$ cat config.mk
export PLATFORM = sky130hd
export DESIGN_NAME = operand_sequencer
export DESIGN_NICKNAME = d
export VERILOG_FILES = /design/src/rtl/operand_sequencer.sv
export SDC_FILE = /design/constraint.sdc
export NUM_CORES = 1
export LEC_CHECK = 0
export ABC_AREA = 1
export BUFFER_PORTS_ARGS = -buffer_cell sky130_fd_sc_hd__buf_2
export CORE_UTILIZATION = 47
export CTS_BUF_LIST = sky130_fd_sc_hd__clkbuf_4 sky130_fd_sc_hd__clkbuf_8
export DETAILED_ROUTE_END_ITERATION = 10
export GPL_ROUTABILITY_DRIVEN = 0
export PLACE_DENSITY = 0.7
export SKIP_LAST_GASP = 1
export SLEW_MARGIN = 20
export SYNTH_ARGS = -nofsm -noshare
export SYNTH_HDL_FRONTEND = slang
export SYNTH_SLANG_ARGS = --single-unit
$ cat constraint.sdc
create_clock -name clk -period 1.9 [get_ports clk]
set_input_delay 0.285 -clock clk [delete_from_list [all_inputs] [get_ports clk]]
set_output_delay 0.285 -clock clk [all_outputs]
set_load 0.01 [all_outputs]
$ cat src/rtl/operand_sequencer.sv
`default_nettype none
// ============================================================================
//  Module   : operand_sequencer
//  Purpose  : Feeder for the 8-bit four-operand arithmetic circuit. It collects
//             four operand bytes from a valid/ready stream and issues a single
//             start pulse. The operands are held until done arrives. It then
//             captures the result and offers it on a valid/ready output
//             stream. A missing done is flagged by a sticky timeout error.
//  Ports    : clk, reset              - clock, synchronous active-high reset
//             in_valid/in_data/in_mode/in_ready - operand byte input stream
//             a, b, c, d, mode, start - operand/control outputs to the circuit
//             i, done                 - result and completion from the circuit
//             res_valid/res_data/res_ready - result output stream
//             busy                    - high in START, WAIT and OUT
//             timeout_err, err_clear  - sticky timeout flag and its clear
//  Revision : 1.0 - initial release
// ============================================================================
module operand_sequencer #(
  parameter int TIMEOUT_CYCLES = 255,  // legal range 1..255
  parameter int TIMER_W        = 8
) (
  input  logic       clk,
  input  logic       reset,
  input  logic       in_valid,
  input  logic [7:0] in_data,
  input  logic       in_mode,
  output logic       in_ready,
  output logic [7:0] a,
  output logic [7:0] b,
  output logic [7:0] c,
  output logic [7:0] d,
  output logic       mode,
  output logic       start,
  input  logic [7:0] i,
  input  logic       done,
  output logic       res_valid,
  output logic [7:0] res_data,
  input  logic       res_ready,
  output logic       busy,
  output logic       timeout_err,
  input  logic       err_clear
);

  typedef enum logic [2:0] {
    LOAD  = 3'd0,
    START = 3'd1,
    WAIT  = 3'd2,
    OUT   = 3'd3,
    ERR   = 3'd4
  } state_t;

  // Last timer value before giving up. The timer counts WAIT cycles starting
  // from 0, so this is the TIMEOUT_CYCLES-th WAIT cycle.
  localparam logic [TIMER_W-1:0] TIMER_LAST = TIMER_W'(TIMEOUT_CYCLES - 1);

  state_t             state;
  logic [1:0]         idx;
  logic [TIMER_W-1:0] timer;

  // in_ready is decoded directly from the state. This lets it drop in the same
  // cycle that reset is raised, with no wait for the next edge.
  assign in_ready = (state == LOAD) && !reset;

  always_ff @(posedge clk) begin
    if (reset) begin
      state       <= LOAD;
      idx         <= 2'd0;
      timer       <= '0;
      a           <= 8'h00;
      b           <= 8'h00;
      c           <= 8'h00;
      d           <= 8'h00;
      mode        <= 1'b0;
      start       <= 1'b0;
      res_valid   <= 1'b0;
      res_data    <= 8'h00;
      busy        <= 1'b0;
      timeout_err <= 1'b0;
    end else begin
      case (state)
        LOAD: begin
          // in_ready is already high here, because reset is low in this branch.
          if (in_valid) begin
            case (idx)
              2'd0: begin
                a    <= in_data;
                mode <= in_mode;
              end
              2'd1: b <= in_data;
              2'd2: c <= in_data;
              default: d <= in_data;
            endcase
            if (idx == 2'd3) begin
              idx   <= 2'd0;
              state <= START;
              start <= 1'b1;
              busy  <= 1'b1;
            end else begin
              idx <= idx + 2'd1;
            end
          end
        end

        START: begin
          // This state ignores done. The pulse lasts exactly one cycle.
          start <= 1'b0;
          timer <= '0;
          state <= WAIT;
        end

        WAIT: begin
          // done is checked before the timeout. A done on the last cycle
          // therefore still completes normally.
          if (done) begin
            res_data  <= i;
            res_valid <= 1'b1;
            state     <= OUT;
          end else if (timer == TIMER_LAST) begin
            timeout_err <= 1'b1;
            busy        <= 1'b0;
            state       <= ERR;
          end else begin
            timer <= timer + 1'b1;
          end
        end

        OUT: begin
          if (res_ready) begin
            res_valid <= 1'b0;
            busy      <= 1'b0;
            state     <= LOAD;
          end
        end

        ERR: begin
          if (err_clear) begin
            timeout_err <= 1'b0;
            idx         <= 2'd0;
            state       <= LOAD;
          end
        end

        default: begin
          state     <= LOAD;
          idx       <= 2'd0;
          start     <= 1'b0;
          res_valid <= 1'b0;
          busy      <= 1'b0;
        end
      endcase
    end
  end

endmodule
`default_nettype wire

==> results_dict.tcl, run 1 <==
set metrics [dict create \
    fin_setup_tns_ns 0 \
    dpl.hpwl_mm 4.282 \
    cp.depth 6 \
    dieHeight_um 75.50 \
    core_um2 5140 \
    seqCellArea_um2 1161 \
    setup_viol 0 \
    grt_use_met3_pct 7.407 \
    antenna_found_initial 0 \
    worstMarginPinSlew_ns 0.3871 \
    seq_area_frac_synth_pct 45.74 \
    peakVddDrop_mv 0.8619 \
    synth_top_area_cell "dfxtp_1" \
    syn_nets 358 \
    cts_root_buffer "clkbuf_8" \
    synth_common_cells "nand2_1, dfxtp_1, a21oi_1" \
    cts_setup_buffers 0 \
    grt_pass1_vias 2011 \
    cts_hold_buf 0 \
    synth_top_flop_cell "dfxtp_1" \
    synth.area.top_cells "dfxtp_1, a21oi_1, nand2_1, nand3_1, nor2_1" \
    rows 26 \
    r2r_cells 6 \
    rrSetupSlack_ns 0.27 \
    cts_num_sinks 58 \
    crit_start "state[1]" \
    start_util_pct 49.39 \
    synth.cell_area_um2 2539 \
    fin_crit_ns 1.628 \
    postSynthCellCount 328 \
    ys_async_sr_fraction_pct 0 \
    multi_input_area_um2 1200 \
    final_area_um2 3107 \
    yosysWarnings 0 \
    grt_pass1_wl_mm 9.094 \
    p_leak_uw 0.001330 \
    first_pass_iters 5 \
    slowest_delay_ns 0.40 \
    critical_path_required_ns 2.10 \
    fin_util_pct 60.44 \
    arrival_ns 1.83 \
    hold_violations 0 \
    wl_per_cell_um 12.42 \
    ant_nets 0 \
    port_buffers 68 \
    vias 2372 \
    fmax_mhz 614.1 \
    syn_area_per_cell_um2 7.740 \
    fin_hold_ws_ns 0.1764 \
    nets 426 \
    crit_chain "nor2_4, nand2_2, nor2_4, nand2_1, nand2_1, a21oi_1" \
    slew_viol_final 0 \
    placedInstanceArea_um2 2898 \
    cap_violations 0 \
    fin_crit_sh_pct 85.70 \
    crit_path_end "b[5]" \
    synth_edf_count 0 \
    fin_ws_ns 0.2717 \
    synth-seq-cells 58 \
    cts_tree "built" \
    cts.reportedPaths.clkPinSlew_ns 0.06 \
    timing.rr.start "state[1]" \
    power_per_cell_area_nw_per_um2 1289 \
    fillerInstances 521 \
    busiest_layer "met2" \
    slew_headroom_pct 74.19 \
    drc 0 \
    rsz0062_at_grt "no" \
    startpoint_type "flip-flop" \
    cp_top_family "simple AND/OR/NAND/NOR gates" \
    globalRouteOverflowTotal 0 \
    drtIter0Drc 137 \
    yosysUniqueCellTypes 24 \
    cts_max_level 3 \
    yosysTopAreaCellShare_pct 45.74 \
    cts_resized 0 \
    cp-end-kind "flip-flop" \
    clockBufferDepth 2 \
    drive_gt1_share_pct 26.68 \
    grt_use_met1_pct 28.33 \
    grt_max_degree 26 \
    clk_latency_ns 0.33 \
    die-area_um2 5700 \
    met2_usage_pct 33.43 \
    die_x_um 75.50 \
    finClkSkew_ns 0.008495 \
    vias_per_cell 5.036 \
    grt_util_all_layers_pct 21.64 \
    hp-class "in2reg" \
    diodes 0 \
    crit_fanout 18 \
    drt-total-wl_mm 5.851 \
    path_class "reg2reg" \
    pre_cts_slack_ns 0.3175 \
    reg2reg_to "b[5]" \
    crit_buf_inv 0 \
    synth.most_common_cell "nand2_1" \
    pin_count 69 \
    area_growth_pct 22.38 \
    critical_path.slowest_cell "dfxtp_1" \
    numCtsBuffers 9 \
    status "complete, no violations" \
]
[stage by stage]
step	total power (uW)	cells
floorplan	2539	328
global placement	2840	455
detailed placement	2858	455
CTS	4030	471
global route	4270	471
finish	4006	471
[cell type report]
class	instances	share of cell area [%]
clock inverters	4	1.611
well taps	70	2.819
repair buffers	71	11.68
clock buffers	12	5.115
inverters	23	2.779
flip-flops and latches	58	37.37
multi-input cells	233	38.62
[per-layer routing]
layer | up-vias | share of wire, % | wire [um]
li1 | 1222 | - | -
met1 | 1065 | 48 | 2798
met2 | 81 | 45 | 2652
met3 | 4 | 6.0 | 352
met4 | 0 | 0.82 | 48
met5 | - | 0 | 0
[state kept, by name (all words and copies together), names as in the netlist]
register and count:
a 8, b 8, busy 1, c 8, d 8, idx 2
mode 1, res_data 8, res_valid 1, start 1, state 3, timeout_err 1
timer 8
[placed cells by master, fill, tap and decap left out, types with 3 or more instances in the layout]
cell type / count
buf_2: 68
nand2_1: 65
dfxtp_1: 58
a21oi_1: 50
nand3_1: 46
nor2_1: 28
inv_1: 20
o21ai_0: 15
clkbuf_8: 11
ha_1: 7
nand3_2: 6
nor2_4: 4
inv_2: 3
nand2_4: 3
buf_4: 3
[worst min path at each step]
stage	startpoint	endpoint	slack, ns	cells after the start
6_report	i[2]	res_data[2]	0.18	3
5_1_grt	i[5]	res_data[5]	0.16	3
4_1_cts	i[2]	res_data[2]	0.16	3
3_5_place_dp	timeout_err	timeout_err	0.44	2
3_3_place_gp	timeout_err	timeout_err	0.43	2
2_1_floorplan	i[0]	res_data[0]	0.42	2
[worst reg2reg max path: cells and delay by family (launching register included)]
| family | cells | cell delay [ns] |
|---|---|---|
| simple gates | 5 | 1.03 |
| compound gates | 1 | 0.07 |
| flops | 1 | 0.40 |
[power breakdown]
part | leakage, uW | internal (uW) | switching (uW) | total (uW)
Sequential | 0.000470 | 1410 | 138 | 1550
Combinational | 0.000757 | 452 | 841 | 1290
Clock | 0.000102 | 689 | 474 | 1160
[cells by family (layout without fill, tap and decap cells)]
logic type	after synthesis	count (layout)	synth area share, %
buffers and inverters	37	110	6.998
adder cells (fa/ha/maj)	7	7	3.450
AND/OR/NAND/NOR	159	159	30.51
flip-flops	58	58	45.74
AO/OA/AOI/OAI	67	67	13.31
(Power assumes the default switching activity.)
==> run 2: changes to the inputs <==
--- a/config.mk
+++ b/config.mk
@@ -6,7 +6,7 @@
 export NUM_CORES = 1
 export LEC_CHECK = 0
 export ABC_AREA = 1
-export BUFFER_PORTS_ARGS = -buffer_cell sky130_fd_sc_hd__buf_2
+export BUFFER_PORTS_ARGS = -buffer_cell sky130_fd_sc_hd__buf_4
 export CORE_UTILIZATION = 47
 export CTS_BUF_LIST = sky130_fd_sc_hd__clkbuf_4 sky130_fd_sc_hd__clkbuf_8
 export DETAILED_ROUTE_END_ITERATION = 10
==> run 2 against run 1 <==
Final cell count rose by 0.42%; sequential cell count did not move; wire length rose by 3.5%; die area did not move; cell area rose by 4.9%; non-clock buffer count rose by 2; count of clock-buffer cells in the layout rose by 1; setup slack improved by 0.027 ns; hold slack got worse by 0.0064 ns; clock skew fell by 0.0015 ns; sequential share of layout area fell by 1.7 points; largest power group unchanged.
==> results_dict.tcl, run 2 (synthesis gave the netlist of run 1 again) <==
set metrics [dict create \
    cts_setup_buffers 0 \
    power.total_uw 3972 \
    rrSetupSlack_ns 0.30 \
    cp_top_family "simple AND/OR/NAND/NOR gates" \
    status "complete, no violations" \
    finClkSkew_ns 0.007045 \
    globalRouteOverflowTotal 0 \
    diodes 0 \
    port_buffers 68 \
    min_from "i[6]" \
    die_x_um 75.50 \
    slew_headroom_pct 74.06 \
    startpoint_type "flip-flop" \
    path_class "reg2reg" \
    die-area_um2 5700 \
    fin_setup_tns_ns 0 \
    cap_violations 0 \
    setup_viol 0 \
    critical_path_required_ns 2.12 \
    clk_latency_ns 0.34 \
    r2r_cells 6 \
    antenna_found_initial 0 \
    nets 428 \
    fillerInstances 472 \
    grt_pass1_vias 2060 \
    place_inst 457 \
    dpl.hpwl_mm 4.421 \
    power_per_cell_area_nw_per_um2 1219 \
    hold_violations 0 \
    layout_commonest_cell "buf_4" \
    drtIter0Drc 123 \
    ant_nets 0 \
    vias_per_cell 5.129 \
    p_leak_uw 0.001352 \
    slowest_delay_ns 0.39 \
    start_util_pct 49.39 \
    cts_tree "built" \
    fin_crit_sh_pct 84.29 \
    arrival_ns 1.83 \
    final_cells 473 \
    vias 2426 \
    fin_crit_ns 1.602 \
    rsz0062_at_grt "no" \
    first_pass_iters 4 \
    critical_path.slowest_cell "dfxtp_1" \
    crit_fanout 17 \
    mostFrequentLayoutCells "buf_4, nand2_1, dfxtp_1" \
    whs_path_depth 3 \
    cts.reportedPaths.clkPinSlew_ns 0.07 \
    grt_pass1_wl_mm 9.535 \
    fin_util_pct 63.39 \
    slew_viol_final 0 \
    grt_util_all_layers_pct 22.71 \
    grt_max_degree 23 \
    reg2reg_to "c[5]" \
    worstMarginPinSlew_ns 0.3891 \
    cp-end-kind "flip-flop" \
    dieHeight_um 75.50 \
    cts_max_level 3 \
    peakVddDrop_mv 0.7718 \
    drive_gt1_share_pct 27.05 \
    cts_hold_buf 0 \
    rows 26 \
    crit_buf_inv 0 \
    wl_per_cell_um 12.80 \
    core_um2 5140 \
    fmax_mhz 624.4 \
    drc 0 \
    cts_root_buffer "clkbuf_8" \
    cts_resized 0 \
    drt-total-wl_mm 6.056 \
    clockBufferDepth 2 \
    crit_chain "nor2_4, nand2_2, nor2_4, nand2_1, nand2_1, a21oi_1" \
    numCtsBuffers 9 \
    holdPathEnd "res_data[6]" \
    hp-class "in2reg" \
    area_growth_pct 28.34 \
    pin_count 69 \
    cts_num_sinks 58 \
    timing.rr.start "state[1]" \
]
-- run 2: layout make-up --
| type | instances | area [um2] | area share, % |
|---|---|---|---|
| inverter | 23 | 86.33 | 2.650 |
| timing repair buffer | 73 | 548.0 | 16.82 |
| multi-input combinational | 233 | 1200 | 36.83 |
| sequential | 58 | 1161 | 35.64 |
| tap | 70 | 87.58 | 2.688 |
| clock buffer | 13 | 160.2 | 4.916 |
| clock inverter | 3 | 15.01 | 0.4608 |
-- run 2: metrics by stage --
step	cell area [um2]	hold WS [ns]	worst slack (ns)
final	3258	0.1700	0.2984
after floorplan	2539	0.4199	0.5213
after CTS	3258	0.1622	0.3306
after global placement	3083	0.4439	0.3891
after global routing	3258	0.1672	0.1419
after detailed placement	3083	0.4405	0.3307
-- run 2: report_power, final --
part	internal (uW)	switching [uW]	total, uW
combinational	555	840	1400
clock	546	471	1020
sequential	1410	146	1560
total	2510	1460	3970
-- run 2: how the worst max path moves through the flow --
stage,from,endpoint,slack [ns],depth (start not counted)
after floorplan,timer[0],timer[1],0.52,10
after global placement,state[1],c[2],0.39,6
after detailed placement,state[1],c[5],0.33,6
after CTS,state[1],d[6],0.33,6
after global routing,state[1],mode,0.14,6
final,state[1],c[5],0.30,6
-- run 2: worst min-delay path, stage by stage --
cell and delay, ns:
buf_4 0.08, nor2_1 0.03, nor2_1 0.08
-- run 2: layer usage --
layer  up-vias  global-route usage, %  wire length [um]
met2       100                  33.93              2679
met5         -                      0                 0
li1       1227                      -                 -
met1      1091                  30.90              2891
met3         8                  5.291               380
met4         0                  11.11               104
==> run 3: changes to the inputs <==
--- a/config.mk
+++ b/config.mk
@@ -11,7 +11,7 @@
 export CTS_BUF_LIST = sky130_fd_sc_hd__clkbuf_4 sky130_fd_sc_hd__clkbuf_8
 export DETAILED_ROUTE_END_ITERATION = 10
 export GPL_ROUTABILITY_DRIVEN = 0
-export PLACE_DENSITY = 0.7
+export PLACE_DENSITY = 0.73
 export SKIP_LAST_GASP = 1
 export SLEW_MARGIN = 20
 export SYNTH_ARGS = -nofsm -noshare
==> constraint.sdc (replaced) <==
create_clock -name clk -period 1.45 [get_ports clk]
set_input_delay 0.2175 -clock clk [delete_from_list [all_inputs] [get_ports clk]]
set_output_delay 0.2175 -clock clk [all_outputs]
set_load 0.01 [all_outputs]
==> run 3 against run 2 <==
Via count is 2.3% higher; critical path type unchanged; utilization is 5.2 points higher; critical path depth is 4 higher; sequential cell count stayed put; first-iteration DRC count is 37% higher.
==> results_dict.tcl, run 3 (synthesis gave the netlist of run 1 again) <==
set metrics [dict create \
    fin_crit_sh_pct 97.19 \
    hp-class "in2reg" \
    crit_chain "inv_2, ha_2, nand2_2, nor2_4, nand2_2, nand2_8, nand2_8, nand2_4, nand2_2, a21oi_2" \
    numCtsBuffers 9 \
    rsz0062_at_grt "yes" \
    grt_pass1_wl_mm 9.936 \
    drt-total-wl_mm 6.655 \
    cts.reportedPaths.clkPinSlew_ns 0.07 \
    fillerInstances 441 \
    crit_path_frequent_cell "nand2_2" \
    rows 26 \
    clockBufferDepth 2 \
    globalRouteOverflowTotal 0 \
    antenna_found_initial 0 \
    core_um2 5140 \
    hold_violations 0 \
    slowest_delay_ns 0.35 \
    cts_tree "built" \
    pin_count 69 \
    slew_viol_final 0 \
    nets 439 \
    pre_cts_slack_ns -0.02158 \
    layout_commonest_cell "buf_4" \
    wl_per_cell_um 13.75 \
    cts_root_buffer "clkbuf_8" \
    drc 0 \
    worstMarginPinSlew_ns 0.3405 \
    fin_util_pct 68.60 \
    crit_buf_inv 1 \
    p_leak_uw 0.001480 \
    drive_gt1_share_pct 34.78 \
    cp-end-kind "flip-flop" \
    die_x_um 75.50 \
    die-area_um2 5700 \
    cap_violations 0 \
    vias 2483 \
    clk_latency_ns 0.34 \
    diodes 0 \
    vias_per_cell 5.130 \
    grt_max_degree 38 \
    grt_pass1_vias 2140 \
    start_util_pct 49.39 \
    area_growth_pct 38.89 \
    fin_ws_ns 0.04073 \
    ant_nets 0 \
    grt_util_all_layers_pct 23.64 \
    status "complete, no violations" \
    arrival_ns 1.68 \
    fin_crit_ns 1.409 \
    power_per_cell_area_nw_per_um2 1677 \
    slew_headroom_pct 77.30 \
    port_buffers 68 \
    path_class "reg2reg" \
    cts_num_sinks 58 \
    finClkSkew_ns 0.009295 \
    dpl.hpwl_mm 4.476 \
    peakVddDrop_mv 1.065 \
    mostFrequentLayoutCells "buf_4, nand2_1, dfxtp_1" \
    startpoint_type "flip-flop" \
    fmax_mhz 709.6 \
    cp_top_family "simple AND/OR/NAND/NOR gates" \
    setup_viol 0 \
    critical_path_required_ns 1.72 \
    fin_hold_ws_ns 0.1057 \
    dieHeight_um 75.50 \
    drtIter0Drc 168 \
    cts_max_level 3 \
    first_pass_iters 5 \
    crit_fanout 8 \
    critical_path.slowest_cell "dfxtp_4" \
]
## run 3: cell type report
| class | instances | area, um2 | area share [%] |
|---|---|---|---|
| clock inverter | 5 | 77.57 | 2.200 |
| multi-input combinational | 234 | 1306 | 37.05 |
| sequential | 58 | 1170 | 33.18 |
| timing repair buffer | 83 | 653.1 | 18.52 |
| clock buffer | 11 | 145.1 | 4.116 |
| inverter | 23 | 86.33 | 2.449 |
| tap | 70 | 87.58 | 2.484 |
## run 3: per-stage QoR
| step | total power, uW | instances | TNS (ns) | cell area (um2) |
|---|---|---|---|---|
| 2_1_floorplan | 3326 | 328 | 0 | 2539 |
| 3_3_place_gp | 3954 | 461 | 0 | 3126 |
| 3_5_place_dp | 3987 | 461 | -0.04616 | 3126 |
| 4_1_cts | 5683 | 477 | 0 | 3362 |
| 5_1_grt | 6257 | 484 | -0.1261 | 3526 |
| 6_report | 5915 | 484 | 0 | 3526 |
## run 3: report_power, final
part | internal, uW | total, uW | switching [uW]
Combinational | 937 | 2210 | 1270
Sequential | 1860 | 2040 | 180
Clock | 1030 | 1660 | 636
Total | 3830 | 5910 | 2090
## run 3: worst register-to-register path: cells and delay by family, from the launching register on
family	cells	cell delay, ns
buf+inv	1	0.05
simple gates	7	0.62
compound gates	1	0.14
flops	1	0.35
fa+ha+maj	1	0.16
## run 3: final timing paths
check	slack [ns]	cells past startpoint	from	endpoint
hold / removal	0.11	3	i[6]	res_data[6]
hold reg to reg	0.45	2	timeout_err	timeout_err
setup reg to reg	0.04	10	timer[0]	timer[4]
setup / recovery	0.04	10	timer[0]	timer[4]
## run 3: metal layers
layer  global-route usage [%]  up-vias  wire length [um]  part of all wire [%]
li1                         -     1253                 -                     -
met1                    29.79     1115              2919                    44
met2                    38.39       95              3132                    47
met3                    3.968       20               425                   6.4
met4                    13.58        0               177                   2.7
met5                        0        -                 0                     0
## run 3: repair_timing
action                                  CTS  global route
hold buffers                              0             0
endpoints found under the setup margin   11            38
gates cloned                              0             2
setup buffers                             0             5
pin swaps                                 1             7
gates resized for setup                   3            30
